==> src/rtl/dl11_fifo_regs.sv <==
// DL11 console register block with RX/TX byte FIFOs, sticky overrun, maintenance
// loopback and acknowledge-based interrupt arbitration (RX before TX).
module dl11_fifo_regs #(
    parameter logic [12:0] BASE_ADDR = 13'o17560,
    parameter logic [7:0]  VECTOR    = 8'o60,
    parameter int          RX_LOG2   = 4,
    parameter int          TX_LOG2   = 4
) (
    input  logic        clk,
    input  logic        reset,
    input  logic [12:0] iopage_addr,
    input  logic [15:0] data_in,
    output logic [15:0] data_out,
    output logic        decode,
    input  logic        iopage_rd,
    input  logic        iopage_wr,
    input  logic        iopage_byte_op,
    output logic        interrupt,
    input  logic        interrupt_ack,
    output logic [7:0]  vector,
    input  logic        rx_valid,
    input  logic [7:0]  rx_byte,
    output logic        tx_req,
    output logic [7:0]  tx_byte,
    input  logic        tx_ack
);
    localparam int         RX_DEPTH  = 1 << RX_LOG2;
    localparam int         TX_DEPTH  = 1 << TX_LOG2;
    localparam logic [7:0] TX_VECTOR = VECTOR + 8'd4;

    logic [7:0]         rx_mem [RX_DEPTH];
    logic [RX_LOG2-1:0] rx_wptr, rx_rptr;
    logic [RX_LOG2:0]   rx_count;
    logic [7:0]         tx_mem [TX_DEPTH];
    logic [TX_LOG2-1:0] tx_wptr, tx_rptr;
    logic [TX_LOG2:0]   tx_count;

    logic rie, xie, maint, ovr;
    logic rx_cond_q, tx_cond_q, rx_pend, tx_pend;

    logic [1:0]  reg_sel;
    logic        odd, wr_en, rcsr_wr, xcsr_wr, xbuf_wr, rbuf_rd;
    logic        rx_empty, rx_full, tx_empty, tx_full;
    logic [7:0]  rx_head, tx_head, rx_push_data;
    logic        rx_push, rx_pop, tx_push, tx_pop, loop_move, ovr_set;
    logic        rx_cond, tx_cond, rx_granted, tx_granted;
    logic [15:0] reg_word;
    logic        unused_bits;

    assign unused_bits = ^data_in[15:8];

    assign decode  = iopage_addr[12:3] == BASE_ADDR[12:3];
    assign reg_sel = iopage_addr[2:1];
    assign odd     = iopage_addr[0];
    assign wr_en   = decode && iopage_wr && !(iopage_byte_op && odd);
    assign rcsr_wr = wr_en && reg_sel == 2'd0;
    assign xcsr_wr = wr_en && reg_sel == 2'd2;
    assign xbuf_wr = wr_en && reg_sel == 2'd3;
    assign rbuf_rd = decode && iopage_rd && reg_sel == 2'd1 && !odd;

    assign rx_empty = rx_count == '0;
    assign rx_full  = rx_count[RX_LOG2];
    assign tx_empty = tx_count == '0;
    assign tx_full  = tx_count[TX_LOG2];
    assign rx_head  = rx_empty ? 8'd0 : rx_mem[rx_rptr];
    assign tx_head  = tx_empty ? 8'd0 : tx_mem[tx_rptr];

    // Loopback owns the RX write port in maintenance mode; the uart is ignored.
    assign loop_move    = maint && !tx_empty && !rx_full;
    assign rx_pop       = rbuf_rd && !rx_empty;
    assign rx_push      = maint ? loop_move : (rx_valid && (!rx_full || rx_pop));
    assign rx_push_data = maint ? tx_head : rx_byte;
    assign ovr_set      = !maint && rx_valid && rx_full && !rx_pop;

    assign tx_req  = !maint && !tx_empty;
    assign tx_byte = tx_head;
    assign tx_push = xbuf_wr && !tx_full;
    assign tx_pop  = loop_move || (tx_req && tx_ack);

    assign rx_cond    = rie && !rx_empty;
    assign tx_cond    = xie && !tx_full;
    assign rx_granted = interrupt_ack && interrupt && vector == VECTOR;
    assign tx_granted = interrupt_ack && interrupt && vector == TX_VECTOR;

    always_comb begin
        reg_word = '0;
        case (reg_sel)
            2'd0:    reg_word = {ovr, ovr, 6'b0, !rx_empty, rie, 6'b0};
            2'd1:    reg_word = {ovr, ovr, 6'b0, rx_head};
            2'd2:    reg_word = {8'b0, !tx_full, xie, 3'b0, maint, 2'b0};
            default: reg_word = '0;
        endcase
        data_out = '0;
        if (decode && iopage_rd)
            data_out = (iopage_byte_op && odd) ? {8'b0, reg_word[15:8]} : reg_word;
    end

    always_ff @(posedge clk) begin
        if (rx_push) rx_mem[rx_wptr] <= rx_push_data;
        if (tx_push) tx_mem[tx_wptr] <= data_in[7:0];
    end

    always_ff @(posedge clk) begin
        if (reset) begin
            rx_wptr  <= '0;
            rx_rptr  <= '0;
            rx_count <= '0;
            tx_wptr  <= '0;
            tx_rptr  <= '0;
            tx_count <= '0;
        end else begin
            if (rx_push) rx_wptr <= rx_wptr + RX_LOG2'(1);
            if (rx_pop)  rx_rptr <= rx_rptr + RX_LOG2'(1);
            if (rx_push && !rx_pop)
                rx_count <= rx_count + (RX_LOG2+1)'(1);
            else if (!rx_push && rx_pop)
                rx_count <= rx_count - (RX_LOG2+1)'(1);
            if (tx_push) tx_wptr <= tx_wptr + TX_LOG2'(1);
            if (tx_pop)  tx_rptr <= tx_rptr + TX_LOG2'(1);
            if (tx_push && !tx_pop)
                tx_count <= tx_count + (TX_LOG2+1)'(1);
            else if (!tx_push && tx_pop)
                tx_count <= tx_count - (TX_LOG2+1)'(1);
        end
    end

    // A pending latch arms only on a rising condition, so an acked request
    // stays quiet until its condition falls and rises again.
    always_ff @(posedge clk) begin
        if (reset) begin
            rie       <= 1'b0;
            xie       <= 1'b0;
            maint     <= 1'b0;
            ovr       <= 1'b0;
            rx_cond_q <= 1'b0;
            tx_cond_q <= 1'b0;
            rx_pend   <= 1'b0;
            tx_pend   <= 1'b0;
            interrupt <= 1'b0;
            vector    <= 8'd0;
        end else begin
            if (rcsr_wr) rie <= data_in[6];
            if (xcsr_wr) begin
                xie   <= data_in[6];
                maint <= data_in[2];
            end
            if (rbuf_rd)      ovr <= 1'b0;
            else if (ovr_set) ovr <= 1'b1;

            rx_cond_q <= rx_cond;
            tx_cond_q <= tx_cond;
            if (!rx_cond)        rx_pend <= 1'b0;
            else if (!rx_cond_q) rx_pend <= 1'b1;
            else if (rx_granted) rx_pend <= 1'b0;
            if (!tx_cond)        tx_pend <= 1'b0;
            else if (!tx_cond_q) tx_pend <= 1'b1;
            else if (tx_granted) tx_pend <= 1'b0;

            interrupt <= rx_pend || tx_pend;
            vector    <= rx_pend ? VECTOR : (tx_pend ? TX_VECTOR : 8'd0);
        end
    end
endmodule

==> config.mk <==
export PLATFORM = sky130hd
export DESIGN_NAME = dl11_fifo_regs
export DESIGN_NICKNAME = d
export VERILOG_FILES = /design/src/rtl/dl11_fifo_regs.sv
export SDC_FILE = /design/constraint.sdc
export NUM_CORES = 1
export LEC_CHECK = 0
export CAP_MARGIN = 0
export CORE_ASPECT_RATIO = 0.7
export CORE_UTILIZATION = 30
export DETAILED_ROUTE_END_ITERATION = 16
export PLACE_DENSITY = 0.53
export SLEW_MARGIN = 15
export SYNTH_ARGS = -nofsm -noshare
export SYNTH_HDL_FRONTEND = slang
export SYNTH_SLANG_ARGS = --single-unit
==> constraint.sdc <==
create_clock -name clk -period 3.5 [get_ports clk]
set_clock_uncertainty 0.15 [all_clocks]
set_input_delay 0.7 -clock clk [delete_from_list [all_inputs] [get_ports clk]]
set_output_delay 0.7 -clock clk [all_outputs]
set_load 0.05 [all_outputs]
==> impl_metrics.tcl <==
set metrics [dict create \
    vias 6704 \
    maxClockFrequency_ghz 0.288 \
    fin_crit_ns 3.47 \
    syn_inst 722 \
    grt_pass1_vias 6757 \
    antenna_found_initial 0 \
    arrival_ns 2.62 \
    clkSlewWorstSetupHoldPaths_ns 0.07 \
    startpoint_type "register" \
    wirelength_um 27900 \
    synth-adder-area-share_pct 2.14 \
    worst_pin_slew_ns 0.803 \
    ant_nets 0 \
    slew_headroom_pct 46.3 \
    cp_cell_sequence "buf_8 -> mux4_1 -> mux4_2 -> a22oi_2 -> a211oi_2 -> buf_6" \
    cpLargestDelayFamily "multiplexers" \
    seq_area_frac_synth_pct 69.3 \
    gr-total-overflow 0 \
    top_level_ports 80 \
    cts_tree "done" \
    instances_no_fill 1423 \
    final_max_slew_viol_count 0 \
    cp-end-kind "output pin" \
    power.density_cell_area_nw_per_um2 595 \
    crit_fanout 5 \
    grtUsageTotal_pct 13.5 \
    area_growth_pct 23.2 \
    synth-xor-area-share_pct 1.20 \
    via_per_inst 4.71 \
    crit_buf_inv 2 \
    die-area_um2 42100 \
    netlist_area_um2 12400 \
    crit_type "reg2out" \
    synthMuxAreaShare_pct 14.2 \
    synth_top_family_by_area "multiplexers" \
    vdd_ir_drop_max_mv 0.645 \
    wl_per_cell_um 19.6 \
    numCtsBuffers 29 \
    grt_max_degree 49 \
    core_um2 40100 \
    fin_setup_tns_ns 0 \
    wl_met2_um 11300 \
    finalNetCount 935 \
    status "finished clean" \
    synthSimpleGateAreaFrac_pct 5.96 \
    cts_root_buffer "clkbuf_16" \
    rows 61 \
    setup_viol 0 \
    cpPeakStageDelay_ns 0.57 \
    drv_cap 0 \
    initialDrtViolationCount 524 \
    insertedDiodeCount 0 \
    leakage_nw 5.08 \
    grt_first_pass_wirelength_um 42200 \
    routed.top_layer "met4" \
    layout-drive-gt1-share_pct 26.7 \
    worstHoldPathType "reg2reg" \
    async_flop_share_pct 0 \
    synth_compound_gate_area_share_pct 4.63 \
    cts_max_level 1 \
    drc 0 \
    clkLatencyLatePin_ns 0.57 \
    clk_path_buf_depth 3 \
    start_util_pct 30.8 \
    synthFlopType "edfxtp_1" \
    gp_routability_congestion 0.731 \
    place_inst 1364 \
    cts.sinks 300 \
    wl_met1_um 14900 \
    die_x_um 245 \
    hpwl_um 18600 \
    ctsHoldBuffers 0 \
    port_buffers 60 \
    rsz0062_at_grt "true" \
    firstDrtPassIters 5 \
    yosysWarnings 0 \
    hold_viol 0 \
    fin_crit_sh_pct 99.2 \
    synth_area_per_cell_um2 17.1 \
    synth-seq-cells 300 \
    die_h_um 172 \
    critPathRequiredTime_ns 2.65 \
    yosysUniqueCellTypes 56 \
    wl_met3_um 1350 \
    slowest_stage "mux4_1" \
    synth_edf_count 256 \
]
[registers in the layout, summed over array words and instances (netlist names), named ones only]
signal / count
rie: 1
tx_wptr: 4
tx_mem: 128
xie: 1
maint: 1
rx_rptr: 4
rx_cond_q: 1
tx_cond_q: 1
rx_count: 5
tx_count: 5
vector: 2
tx_pend: 1
rx_wptr: 4
rx_pend: 1
ovr: 1
tx_rptr: 4
rx_mem: 128
[final timing paths]
path                    start  cells after the start     endpoint  slack [ns]
setup / recovery     register                      6  data_out[2]        0.03
hold / removal      tx_cond_q                      1      tx_pend        0.27
setup reg to reg  tx_count[0]                     11  rx_count[4]        0.48
hold reg to reg     tx_cond_q                      1      tx_pend        0.27
[metrics by stage]
step	power (W)	util (%)	area, µm²	hold slack (ns)	worst slack [ns]
after global routing	0.00945	38.0	15200	0.323	-0.0273
after detailed placement	0.00613	35.3	14200	0.257	-0.283
after floorplan	0.00541	-	12400	0.243	-0.152
final	0.00907	38.0	15200	0.274	0.0280
after CTS	0.00916	37.8	15200	0.281	-0.0615
after global placement	0.00611	35.3	14200	0.255	-0.282
[where the power goes]
part           internal [W]  switching [W]  total (W)
clock               0.00170        0.00132    0.00302
combinational      0.000768        0.00117    0.00194
sequential          0.00400       0.000107    0.00411
total               0.00647        0.00259    0.00907
[layer usage]
metal	vias up	global-route usage (%)
met4	0	2.72
met3	35	2.70
met5	-	0
met2	148	18.6
met1	3412	21.4
li1	3109	-
[kinds of logic (layout without fill, tap and decap cells)]
kind of cell,count (synthesis),count (layout)
AOI/OAI and AO/OA,80,80
xor gates and xnor gates,17,17
adders and majority gates,20,20
buffers and inverters,58,214
DFF,300,300
muxes,109,109
other,1,11
and+or+nand+nor,137,137
[synthesized netlist by cell type (all sizes together) (3+ instances only)]
cell    instances  area (µm²)
mux4           50        1160
a22oi          17         128
edfxtp        256        7690
nor4            3        40.0
xnor2           9        78.8
nand3           7        35.0
mux2           10         113
mux2i          49         490
a22o            8        70.1
nand2          17        66.3
inv             9        33.8
dfxtp          44         881
buf            33         219
clkbuf         16        60.1
ha             18         225
nand2b          3        18.8
a31o            8        70.1
a211oi         11        82.6
nor3           10        50.1
a21boi          3        22.5
nor2           54         203
xor2            8        70.1
nor2b          16         100
a21o            4        30.0
o21ai           6        30.0
a21oi          16        80.1
or3             4        25.0
and3            8        50.1
[cell usage in the layout, fill, tap and decap left out, types with 3 or more instances in the layout]
cell             count
clkinv_2             3
clkinv_1             6
clkbuf_1             6
inv_1                9
a21oi_1             16
mux2_2              10
a211oi_1             4
mux2i_1             48
ha_1                18
clkbuf_16           30
nor3_1               9
dfxtp_1             40
and3_1               7
xnor2_1              9
xor2_1               8
edfxtp_1           256
mux4_1               6
or3_1                4
a21o_1               4
a21boi_0             3
nor2_1              54
buf_6                7
buf_4               93
buf_12              12
a22o_1               8
nand3_1              6
clkdlybuf4s50_1     37
nor2b_1             16
o21ai_0              6
nand2b_1             3
a211oi_2             7
dlygate4sd2_1        4
a31o_2               8
a22oi_1             16
conb_1              11
nand2_1             16
mux4_2              44
[worst reg2reg max path, cell delays in order, from the launching register on]
cell      delay, ns
dfxtp_1        0.38
nor4_2         0.47
a21boi_0       0.25
o22a_1         0.23
ha_1           0.22
inv_1          0.13
ha_1           0.26
a21o_1         0.16
a21oi_1        0.17
xnor2_1        0.09
or3_1          0.31
a21oi_1        0.13
[area by class of cell]
type / count / area (µm²)
Inverter: 9 / 33.8
Clock buffer: 37 / 776
Timing Repair Buffer: 156 / 1480
Clock inverter: 12 / 118
Sequential cell: 300 / 8580
Fill cell: 3754 / 24900
Multi-Input combinational cell: 374 / 3590
Tap cell: 535 / 669
[repair_timing]
action                     CTS  global route
setup buffers                8             1
gates cloned                 0             1
pin swaps                    4             3
setup endpoints to repair    8             6
resized for setup           22            11
hold endpoints to repair     0             0
Power figures use the tool's default switching activity.
